## config.mk

```make
export PLATFORM = sky130hd
export DESIGN_NAME = frame_read_timing_gen
export DESIGN_NICKNAME = d
export VERILOG_FILES = /design/src/rtl/frame_read_timing_gen.sv
export SDC_FILE = /design/constraint.sdc
export NUM_CORES = 1
export LEC_CHECK = 0
export CORE_MARGIN = 4
export CORE_UTILIZATION = 45
export DETAILED_ROUTE_END_ITERATION = 8
export PLACE_DENSITY = 0.75
export SYNTH_ARGS = -nofsm -noshare
export SYNTH_HDL_FRONTEND = slang
export SYNTH_SLANG_ARGS = --single-unit
```

## constraint.sdc

```tcl
create_clock -name clk -period 3.3 [get_ports clk]
set_clock_uncertainty 0.15 [all_clocks]
set_input_delay 0.66 -clock clk [delete_from_list [all_inputs] [get_ports clk]]
set_output_delay 0.66 -clock clk [all_outputs]
set_load 0.005 [all_outputs]
```

## src/rtl/frame_read_timing_gen.sv

```systemverilog
// frame_read_timing_gen
// Produces raster timing (sync, back porch, active, front porch for both
// lines and frames) and fetches pixels from a 1-cycle-latency frame memory.
// The sync/DE outputs are delayed one clock so they line up with the RAM data.
//
// Ports:
//   clk, rst        pixel clock (rising edge), async active-high reset
//   i_en            level-sensitive run request; frames always finish whole
//   o_rd_en         frame-memory read strobe
//   o_rd_addr       frame-memory read address (pixel index y*HRES+x)
//   i_rd_data       RAM read data, valid one clock after o_rd_en
//   o_vsync/o_hsync active-high syncs (stage 1)
//   o_de            data enable (stage 1), coincides with i_rd_data
//   o_data          pixel data, zero when o_de is low
//   o_frame_done    one-clock pulse aligned with the frame's last position
//   o_busy          high while the raster is not idle
module frame_read_timing_gen #(
  parameter int DATA_WIDTH = 24,
  parameter int HRES       = 320,
  parameter int VRES       = 240,
  parameter int HSW        = 4,
  parameter int HBP        = 8,
  parameter int HFP        = 8,
  parameter int VSW        = 2,
  parameter int VBP        = 4,
  parameter int VFP        = 4,
  parameter int ADDR_WIDTH = 17
) (
  input  logic                  clk,
  input  logic                  rst,
  input  logic                  i_en,
  output logic                  o_rd_en,
  output logic [ADDR_WIDTH-1:0] o_rd_addr,
  input  logic [DATA_WIDTH-1:0] i_rd_data,
  output logic                  o_vsync,
  output logic                  o_hsync,
  output logic                  o_de,
  output logic [DATA_WIDTH-1:0] o_data,
  output logic                  o_frame_done,
  output logic                  o_busy
);

  localparam int HTOTAL = HSW + HBP + HRES + HFP;
  localparam int VTOTAL = VSW + VBP + VRES + VFP;
  localparam int HCW    = $clog2(HTOTAL);
  localparam int VCW    = $clog2(VTOTAL);

  localparam logic [HCW-1:0] H_LAST      = HCW'(HTOTAL - 1);
  localparam logic [HCW-1:0] H_SYNC_END  = HCW'(HSW);
  localparam logic [HCW-1:0] H_ACT_FIRST = HCW'(HSW + HBP);
  localparam logic [HCW-1:0] H_ACT_LAST  = HCW'(HSW + HBP + HRES - 1);
  localparam logic [VCW-1:0] V_LAST      = VCW'(VTOTAL - 1);
  localparam logic [VCW-1:0] V_SYNC_END  = VCW'(VSW);
  localparam logic [VCW-1:0] V_ACT_FIRST = VCW'(VSW + VBP);
  localparam logic [VCW-1:0] V_ACT_LAST  = VCW'(VSW + VBP + VRES - 1);
  localparam logic [ADDR_WIDTH-1:0] A_LAST = ADDR_WIDTH'(HRES * VRES - 1);

  localparam logic [1:0] ST_IDLE = 2'd0;
  localparam logic [1:0] ST_RUN  = 2'd1;
  localparam logic [1:0] ST_STOP = 2'd2;

  logic [1:0]            state_q, state_d;
  logic [HCW-1:0]        h_cnt_q, h_cnt_d;
  logic [VCW-1:0]        v_cnt_q, v_cnt_d;
  logic [ADDR_WIDTH-1:0] rd_addr_q, rd_addr_d;
  logic                  rd_en_q, rd_en_d;
  logic                  vs_q, vs_d;
  logic                  hs_q, hs_d;
  logic                  de_q, de_d;
  logic                  done_q, done_d;

  logic running;
  logic last_pos;

  function automatic logic in_active(input logic [HCW-1:0] h, input logic [VCW-1:0] v);
    return (v >= V_ACT_FIRST) && (v <= V_ACT_LAST) &&
           (h >= H_ACT_FIRST) && (h <= H_ACT_LAST);
  endfunction

  always_comb begin
    running  = (state_q != ST_IDLE);
    last_pos = (h_cnt_q == H_LAST) && (v_cnt_q == V_LAST);

    // FSM: frame boundaries are the only exit points from the raster.
    state_d = state_q;
    case (state_q)
      ST_IDLE: if (i_en) state_d = ST_RUN;
      ST_RUN: begin
        if (last_pos)   state_d = i_en ? ST_RUN : ST_IDLE;
        else if (!i_en) state_d = ST_STOP;
      end
      ST_STOP: if (last_pos) state_d = i_en ? ST_RUN : ST_IDLE;
      default: state_d = ST_IDLE;
    endcase

    // Counters sit at 0 in IDLE and wrap to 0 at the end of every frame.
    h_cnt_d = '0;
    v_cnt_d = '0;
    if (running && !last_pos) begin
      if (h_cnt_q == H_LAST) begin
        h_cnt_d = '0;
        v_cnt_d = v_cnt_q + VCW'(1);
      end else begin
        h_cnt_d = h_cnt_q + HCW'(1);
        v_cnt_d = v_cnt_q;
      end
    end

    // Read strobe is computed from the next counter values so the registered
    // strobe lines up with the counter state it describes.
    rd_en_d = (state_d != ST_IDLE) && in_active(h_cnt_d, v_cnt_d);

    rd_addr_d = rd_addr_q;
    if ((state_d == ST_IDLE) || ((h_cnt_d == '0) && (v_cnt_d == '0)))
      rd_addr_d = '0;
    else if (rd_en_q)
      rd_addr_d = (rd_addr_q == A_LAST) ? '0 : rd_addr_q + ADDR_WIDTH'(1);

    // Stage 1: one clock behind the read strobe; zeros once IDLE is reached.
    vs_d   = running && (v_cnt_q < V_SYNC_END);
    hs_d   = running && (h_cnt_q < H_SYNC_END);
    de_d   = rd_en_q;
    done_d = running && last_pos;
  end

  always_ff @(posedge clk or posedge rst) begin
    if (rst) begin
      state_q   <= ST_IDLE;
      h_cnt_q   <= '0;
      v_cnt_q   <= '0;
      rd_addr_q <= '0;
      rd_en_q   <= 1'b0;
      vs_q      <= 1'b0;
      hs_q      <= 1'b0;
      de_q      <= 1'b0;
      done_q    <= 1'b0;
    end else begin
      state_q   <= state_d;
      h_cnt_q   <= h_cnt_d;
      v_cnt_q   <= v_cnt_d;
      rd_addr_q <= rd_addr_d;
      rd_en_q   <= rd_en_d;
      vs_q      <= vs_d;
      hs_q      <= hs_d;
      de_q      <= de_d;
      done_q    <= done_d;
    end
  end

  assign o_rd_en      = rd_en_q;
  assign o_rd_addr    = rd_addr_q;
  assign o_vsync      = vs_q;
  assign o_hsync      = hs_q;
  assign o_de         = de_q;
  assign o_data       = de_q ? i_rd_data : '0;
  assign o_frame_done = done_q;
  assign o_busy       = (state_q != ST_IDLE);

endmodule

```

Word-level counts from Yosys, hierarchy flattened:

Index checks and enable logic that the tools add are counted.

* $add $sub $neg: 3
* $lt $le $gt $ge: 6
* equality and inequality tests: 5
* mux-type cells: 14
* reductions and logical operators: 19

Operators by type and width (number)
* 17-bit 2-to-1 mux: 3
* 24-bit 2-to-1 mux: 1
* 9-bit 2-to-1 mux: 2
* 17-bit by 1-bit adder with 17-bit output (second input constant): 1
* 17-bit == test (second input constant): 1
* 8-bit 2-to-1 mux: 2
* 1-bit logical AND: 10
* 9-bit by 1-bit adder with 9-bit output (second input constant): 1
* 9-bit == test (second input constant): 1
* 9-bit by 4-bit greater-or-equal comparator with 1-bit output (second input constant): 1
* 9-bit less-or-equal comparator (second input constant): 1
* 9-bit logical NOT: 1
* 9-bit by 3-bit < comparator with 1-bit output (second input constant): 1
* 8-bit by 1-bit adder with 8-bit output (second input constant): 1
* 8-bit == test (second input constant): 1
* 8-bit by 3-bit greater-or-equal comparator with 1-bit output (second input constant): 1
* 8-bit less-or-equal comparator (second input constant): 1
* 8-bit logical NOT: 1
* 8-bit by 2-bit < comparator with 1-bit output (second input constant): 1
* 2-bit 2-to-1 mux: 4
* 2-bit one-hot mux with 3 select lines: 1
* 2-bit nonzero test: 3
* 2-bit logical NOT: 2
* 2-bit by 1-bit == test with 1-bit output (second input constant): 1
* 4 further kinds: 4

* flip-flop bits (word level): 41
* output and inout bits: 47

Logic depth before layout (Yosys ltp):

Gate-level depths: netlist of run 1.

* depth in word-level cells: 10
* gate-level depth with buffers: 9
* mapped depth without buffers: 8

Worst setup path after synthesis of run 1:

OpenSTA, ideal clock, no wires.

* path type: flip-flop to flip-flop
* start point: reg h_cnt_q[2]
* end point: reg rd_addr_q[10] (netlist: o_rd_addr[10])
* library setup time: 0.134 ns
* data arrival time: 2.795 ns
* setup slack: 0.221 ns
* stages on the path, launching flop included: 10
* buffers on the path: 3
* clock period less this slack: 3.079 ns
* cell sequence: dfrtp_1 -> buf_6 -> or4_4 -> buf_6 -> nor4_1 -> mux2i_1 -> nand3_2 -> a2111oi_4 -> buf_6 -> nor3_1

* cells in the longest elaborated chain, start to end: 9

RTL lines
* start: declaration: line 63 `logic [HCW-1:0] h_cnt_q, h_cnt_d;`
* start signal: assignment: line 139 `h_cnt_q <= h_cnt_d;`
* branches (longest 7 deep; another with 9-bit by 1-bit adder with 9-bit output)
* 1-bit logical OR (*): line 114 `if ((state_d == ST_IDLE) || ((h_cnt_d == '0) && (v_cnt_d == '0)))`
* 17-bit 2-to-1 mux or 2-bit nonzero test (tied branches)
* end signal: assignment: line 141 `rd_addr_q <= rd_addr_d;`
* end: declaration: line 65 `logic [ADDR_WIDTH-1:0] rd_addr_q, rd_addr_d;`

Mark *: on every way between the ends.
A chain may end at the register's enable or synchronous reset.

Worst setup path in the final report of run 1:

Ends and elaborated chain as after synthesis.

==> key figures, run 1 <==
Drt
  • First-pass DRT Iterations: 4
  • Routed via count: about 2500
  • Antenna-violating nets left: 0
  • Total wire length: 6813 um
  • Via density: 5.439
  • Initial DRC count: 139
  • # DRC: 0
  • WL/cell: 15.04 um

STA
  • RSZ-0062 raised after global routing: false
  • Worst slew pin tran: 0.6821 ns
  • Fin crit share: 0.9303
  • Final slew viol count: 0
  • Min Hold Slack: around 0.38 ns
  • Setup violators final: 0
  • Setup ws final: 0.2299 ns
  • Fin crit period: 3.070 ns
  • Setup TNS: 0 ns
  • Slew headroom: 0.5417
  • Fmax: 325.7 MHz
  • Hold Fails Final Rpt: 0

Synthesis
  • Yosys warnings: 0
  • Synthesized flop and latch total: 41
  • Fraction of registers with async set/reset: 1.000
  • Share of the yosys chip area belonging to registers: 0.3805
  • Synth area leader: dfrtp_1
  • Top_reg_cell synth: dfrtp_1
  • Synth top cells by count: dfrtp_1, nor2_1, nand2_1
  • Yosys top cell area share: 0.3805
  • Yosys cell types: 53
  • Synth area leaders: dfrtp_1, and2_1, nor3_1
  • Mapped Avg Cell Area: 8.840 um2
  • Gate Count Post-Synth: 305
  • Most frequent cell after synthesis: dfrtp_1
  • Cell Area, Synth: 2696 um2
  • Syn Nets: 336
  • Post-synth EDFFs: 0

Global routing
  • Vias in the first global route: between 2000 and 2500
  • Initial antenna violation count: 0
  • Global-route wire length before repair: 11310 um
  • Largest net degree at the start of global routing: 42
  • Grt ovf: 0
  • Total GRT Usage: 0.1918

Setup path
  • WP data required: 3.32 ns
  • Critical Path End Type: flip-flop
  • Setup CP Type: reg -> reg
  • CP max FO: 17
  • R2r setup slk: 0.23 ns
  • Kind of start point of the critical path: flip-flop
  • Crit path DAT: 3.09 ns

Place
  • Dpl cells: 445
  • Final GP Congestion: 0.8670
  • IO buf count: 73
  • DP Worst Slack: 0.1161 ns
  • DP HPWL: 5115 um

Floorplan
  • FP Rows: 27
  • Starting Density: 0.4779
  • Die X: 85.41 um
  • Io pins: 74
  • Die area: between 7000 and 8000 um2
  • Die H: 85.41 um
  • Total core area: 5642 um2

Pwr
  • Maximum vdd ir drop: 325.4 uV
  • PD cells: 437.6 nW/um2
  • Pint: 0.001012 W
  • Leak Pwr: between 1 and 1.5 nW
  • Sw frac: 0.3557
  • Flop pwr share: 0.371
  • Combinational power share: 0.364
  • Final Total Pwr: 0.001571 W
  • Clock Power Share: 0.264
  • Switching pwr: ~0.00056 W

Run status
  • Status: completed

CTS
  • Clock Latency Late Sink: 0.31 ns
  • Inserted Clock Buffers: 5
  • CTS clock-pin slew for the worst setup and hold paths: 0.09 ns
  • CTS tree: built
  • Post-CTS setup buffers: 0
  • H-tree depth: 2
  • Clock Sinks: a little over 40
  • Clock Path Buffers: 2
  • CTS root buf: clkbuf_8

Finish
  • Proportion of layout cells with a drive suffix above 1: 0.08136
  • Area Growth Syn to Fin: 33.13%
  • # diodes: 0
  • Nets: 411
  • Finished Layout Cells: 453

Min path
  • Hold Path Class: reg -> reg

Flow run
  • Max_cap viols: 0
-- cells by family after synthesis --
| kind of cell | count (synthesis) | share of synthesized area |
|---|---|---|
| adders and majority gates | 4 | 0.01856 |
| xor gates and xnor gates | 26 | 0.08446 |
| muxes | 4 | 0.01485 |
| DFF | 41 | 0.3805 |
| buffers and inverters | 28 | 0.06264 |
| AOI/OAI and AO/OA | 38 | 0.1137 |
| and+or+nand+nor | 164 | 0.3253 |
-- cell type report --
| cell class | count | area [um2] |
|---|---|---|
| Clock inverter | 3 | 46.29 |
| Tap cell | 72 | 90.09 |
| Clock buffer | 5 | 68.82 |
| Multi-Input combinational cell | 236 | 1508 |
| Timing Repair Buffer | 82 | 798.3 |
| Sequential cell | 41 | 1026 |
| Inverter | 14 | 52.55 |
| Fill cell | 475 | 2052 |
-- worst max-delay path, cell delays in order (launching register included) --
cell       delay (ns)
dfrtp_1          0.49
or4_4            0.67
nor4_2           0.44
mux2i_1          0.34
nand3_2          0.14
a2111oi_4        0.35
buf_4            0.27
nor3_1           0.09
-- worst paths after layout --
| path | from | endpoint | cells past startpoint |
|---|---|---|---|
| max in group asynchronous | rst | h_cnt_q[8] | 3 |
| worst max register to register | h_cnt_q[2] | o_rd_addr[10] | 7 |
| min in group asynchronous | rst | o_rd_addr[11] | 3 |
| worst min register to register | h_cnt_q[0] | h_cnt_q[0] | 1 |
| worst max-delay path | h_cnt_q[2] | o_rd_addr[10] | 7 |
| worst min-delay path | h_cnt_q[0] | h_cnt_q[0] | 1 |
-- state kept, by name, summed over array words and instances (netlist names) --
name	flops
o_frame_done	1
o_de	1
v_cnt_q	8
o_rd_en	1
o_rd_addr	17
h_cnt_q	9
o_hsync	1
state_q	2
o_vsync	1
-- power by group through the flow --
stage               logic, W  clock network, W  registers (W)
finish              0.000572          0.000415       0.000584
global route        0.000625          0.000449       0.000590
CTS                 0.000571          0.000425       0.000583
detailed placement  0.000568                 0       0.000592
global placement    0.000569                 0       0.000588
floorplan           0.000418                 0       0.000577
-- placed cells by master, fill, tap and decap left out, types with 9 or more instances in the layout --
| cell type | netlist | final |
|---|---|---|
| inv_1 | 14 | 14 |
| a21oi_1 | 9 | 9 |
| clkdlybuf4s50_1 | 0 | 73 |
| and2_1 | 25 | 25 |
| nand2_1 | 28 | 28 |
| xnor2_1 | 14 | 14 |
| nor2_1 | 30 | 30 |
| xor2_1 | 12 | 12 |
| nand3_1 | 12 | 12 |
| nor3_1 | 26 | 26 |
| buf_4 | 1 | 9 |
| dfrtp_1 | 41 | 41 |
-- through the flow --
step / util / cell area, um2
3_3_place_gp: 0.6148 / 3468
5_1_grt: 0.6363 / 3590
3_5_place_dp: 0.6148 / 3468
6_report: 0.6363 / 3590
2_1_floorplan: - / 2696
4_1_cts: 0.6352 / 3583
-- metal layers --
| metal | global-route usage | vias to the layer above | wire [um] |
|---|---|---|---|
| met1 | 0.2395 | 1161 | 3009 |
| li1 | - | 1224 | - |
| met3 | 0.04369 | 8 | 405 |
| met4 | 0.05755 | 0 | 97 |
| met2 | 0.3291 | 71 | 3300 |
| met5 | 0 | - | 0 |
-- what timing repair did --
item                       in CTS  in global routing
hold buffers                    0                  0
setup endpoints to repair       0                 17
gates resized for setup         0                  1
Note: power is estimated with default switching activity, not from simulation.
==> run 2: changes to the inputs <==
==> constraint.sdc (replaced) <==
create_clock -name clk -period 3.4 [get_ports clk]
set_clock_uncertainty 0.15 [all_clocks]
set_input_delay 0.68 -clock clk [delete_from_list [all_inputs] [get_ports clk]]
set_output_delay 0.68 -clock clk [all_outputs]
set_load 0.005 [all_outputs]
==> run 2 against run 1 <==
Sequential power shrank 3%. Non-clock buffer count is 1 lower. Cell count down 0.22%. Final area is 0.24% higher. Largest power group is now combinational logic. Critical endpoint unchanged. Power up 2.9%. Flip-flop and latch count stayed put. Die area unchanged.
==> key figures, run 2 (synthesis gave the netlist of run 1 again) <==
Floorplan
  • Die area: 7294 um2 (unchanged)
  • Total core area: 5642 um2 (unchanged)
  • Io pins: 74 (unchanged)
  • Die X: 85.41 um (unchanged)
  • FP Rows: 27 (unchanged)
  • Die H: 85.41 um (unchanged)
  • Starting Density: 0.4779 (unchanged)

Drt
  • Via density: 5.527 (+1.6%)
  • Total wire length: 6818 um (about the same)
  • WL/cell: 15.08 um (+0.29%)
  • First-pass DRT Iterations: 4 (unchanged)
  • Routed via count: 2498 (+1.4%)
  • # DRC: 0 (unchanged)
  • Antenna-violating nets left: 0 (unchanged)
  • Initial DRC count: 140 (+0.72%)

Place
  • DP HPWL: 5242 um (+2.5%)
  • IO buf count: 73 (unchanged)
  • Placed cell area: 3461 um2 (-0.22%)
  • Final GP Congestion: 0.8947 (+3.2%)

Setup path
  • CP top delay family: simple AND/OR/NAND/NOR gates
  • Worst path buffer plus inverter count: 1 (unchanged)
  • Worst stage delay on the critical path: 0.67 ns (about the same)
  • Critical Path End Type: flip-flop
  • Setup CP Type: reg -> reg
  • R2r setup slk: 0.27 ns (+0.04 ns)
  • R2R depth: 7 (unchanged)
  • FF-to-FF Start: h_cnt_q[2]
  • WP data required: 3.42 ns (+0.10 ns)
  • Reg2reg end: o_rd_addr[10]
  • CP max FO: 17 (unchanged)
  • Critical-path top delay cell: or4_4
  • Crit-path cells: or4_4 -> nor4_1 -> mux2i_1 -> nand3_2 -> a2111oi_4 -> buf_4 -> nor3_1
  • Crit path DAT: 3.15 ns (+0.06 ns)
  • Kind of start point of the critical path: flip-flop

Global routing
  • Vias in the first global route: 2360 (+0.17%)
  • Grt ovf: 0 (unchanged)
  • Global-route wire length before repair: 11520 um (+1.9%)
  • Total GRT Usage: 0.1925 (+0.0006938)
  • Largest net degree at the start of global routing: 42 (unchanged)
  • Initial antenna violation count: 0 (unchanged)

Finish
  • Most frequent cells in the layout: clkdlybuf4s50_1, dfrtp_1, nor2_1, nand2_1, nor3_1
  • Proportion of layout cells with a drive suffix above 1: 0.07632 (-0.005049)
  • Commonest non-fill, non-tap cell in the layout: clkdlybuf4s50_1
  • Post-route cell area: 3598 um2 (+0.24%)
  • Post-layout util: 0.6378 (+0.001552)
  • Area Growth Syn to Fin: 33.46%
  • # diodes: 0 (unchanged)
  • Max reg flops: 17 (unchanged)
  • Nets: 410 (-0.24%)
  • Fill count: 493 (+3.8%)

STA
  • RSZ-0062 raised after global routing: false
  • Final slew viol count: 0 (unchanged)
  • Setup violators final: 0 (unchanged)
  • Hold Fails Final Rpt: 0 (unchanged)
  • Fmax: 319.5 MHz (-1.9%)
  • Setup TNS: 0 ns (unchanged)
  • Fin crit period: 3.130 ns (+0.05994 ns)
  • Slew headroom: 0.4953 (-0.04642)
  • Fin crit share: 0.9206 (-0.009732)
  • Worst slew pin tran: 0.7512 ns (+0.06909 ns)

Pwr
  • PD cells: 449.2 nW/um2 (+2.7%)
  • Final Total Pwr: 0.001617 W (+2.9%)
  • Maximum vdd ir drop: 347.5 uV (+6.8%)
  • Leak Pwr: 1.470 nW (+0.56%)

CTS
  • Hold Buf Count CTS: 0 (unchanged)
  • Clock Sinks: 41 (unchanged)
  • CTS tree: built
  • Inserted Clock Buffers: 5 (unchanged)
  • H-tree depth: 2 (unchanged)
  • CTS clock-pin slew for the worst setup and hold paths: 0.09 ns (about the same)
  • CTS root buf: clkbuf_8
  • Post-cts gate resize count: 0 (unchanged)
  • Clock Path Buffers: 2 (unchanged)
  • Clock Latency Late Sink: 0.30 ns (about the same)
  • Post-CTS setup buffers: 0 (unchanged)

Min path
  • Hold path depth: 1 (unchanged)
  • Hold Path Class: reg -> reg
  • Hold path start: h_cnt_q[0]
  • Hold EP: h_cnt_q[0]

Run status
  • Status: completed

Flow run
  • Max_cap viols: 0 (unchanged)
## run 2: cell types whose count changed in the layout (fill, tap and decap cells not counted)
cell        before  now
buf_4            9    8
bufinv_16        1    2
clkinv_4         1    0
clkinvlp_4       1    0
inv_6            0    1
nor4_1           6    7
nor4_2           1    0
## run 2: area by class of cell
type | instances | area [um2] | share of cell area
multi-input combinational | 236 | 1501 | 0.4172
sequential | 41 | 1026 | 0.2851
timing repair buffer | 81 | 790.8 | 0.2197
tap | 72 | 90.09 | 0.02503
clock buffer | 5 | 68.82 | 0.01912
clock inverter | 3 | 68.82 | 0.01912
inverter | 14 | 52.55 | 0.01460
## run 2: power breakdown
part / internal [W] / total (W) / switching, W
clock network: 0.000296 / 0.000485 / 0.000190
registers: 0.000525 / 0.000565 / 0.0000405
logic: 0.000246 / 0.000566 / 0.000321
## run 2: metrics by stage
| stage | hold WS (ns) | setup slack, ns | std cells |
|---|---|---|---|
| 2_1_floorplan | 0.2441 | 0.3210 | 305 |
| 3_3_place_gp | 0.3368 | 0.3762 | 444 |
| 3_5_place_dp | 0.3530 | 0.2727 | 444 |
| 4_1_cts | 0.3701 | 0.2683 | 452 |
| 5_1_grt | 0.4229 | 0.1150 | 452 |
| 6_report | 0.3696 | 0.2699 | 452 |
## run 2: how the worst max path moves through the flow
stage | start | endpoint | slack (ns) | cells past startpoint
6_report | h_cnt_q[2] | o_rd_addr[10] | 0.27 | 7
5_1_grt | h_cnt_q[2] | o_rd_addr[12] | 0.12 | 7
4_1_cts | h_cnt_q[2] | o_rd_addr[2] | 0.27 | 7
3_5_place_dp | h_cnt_q[2] | o_rd_addr[10] | 0.27 | 7
3_3_place_gp | h_cnt_q[2] | o_rd_addr[8] | 0.38 | 7
2_1_floorplan | h_cnt_q[2] | o_rd_addr[10] | 0.32 | 9
## run 2: per-layer routing
layer,vias to the layer above,global-route usage,share of wire
met5,-,0,0
met4,0,0.04604,0.012
met3,13,0.03786,0.058
met2,87,0.3242,0.47
met1,1174,0.2542,0.46
li1,1224,-,-
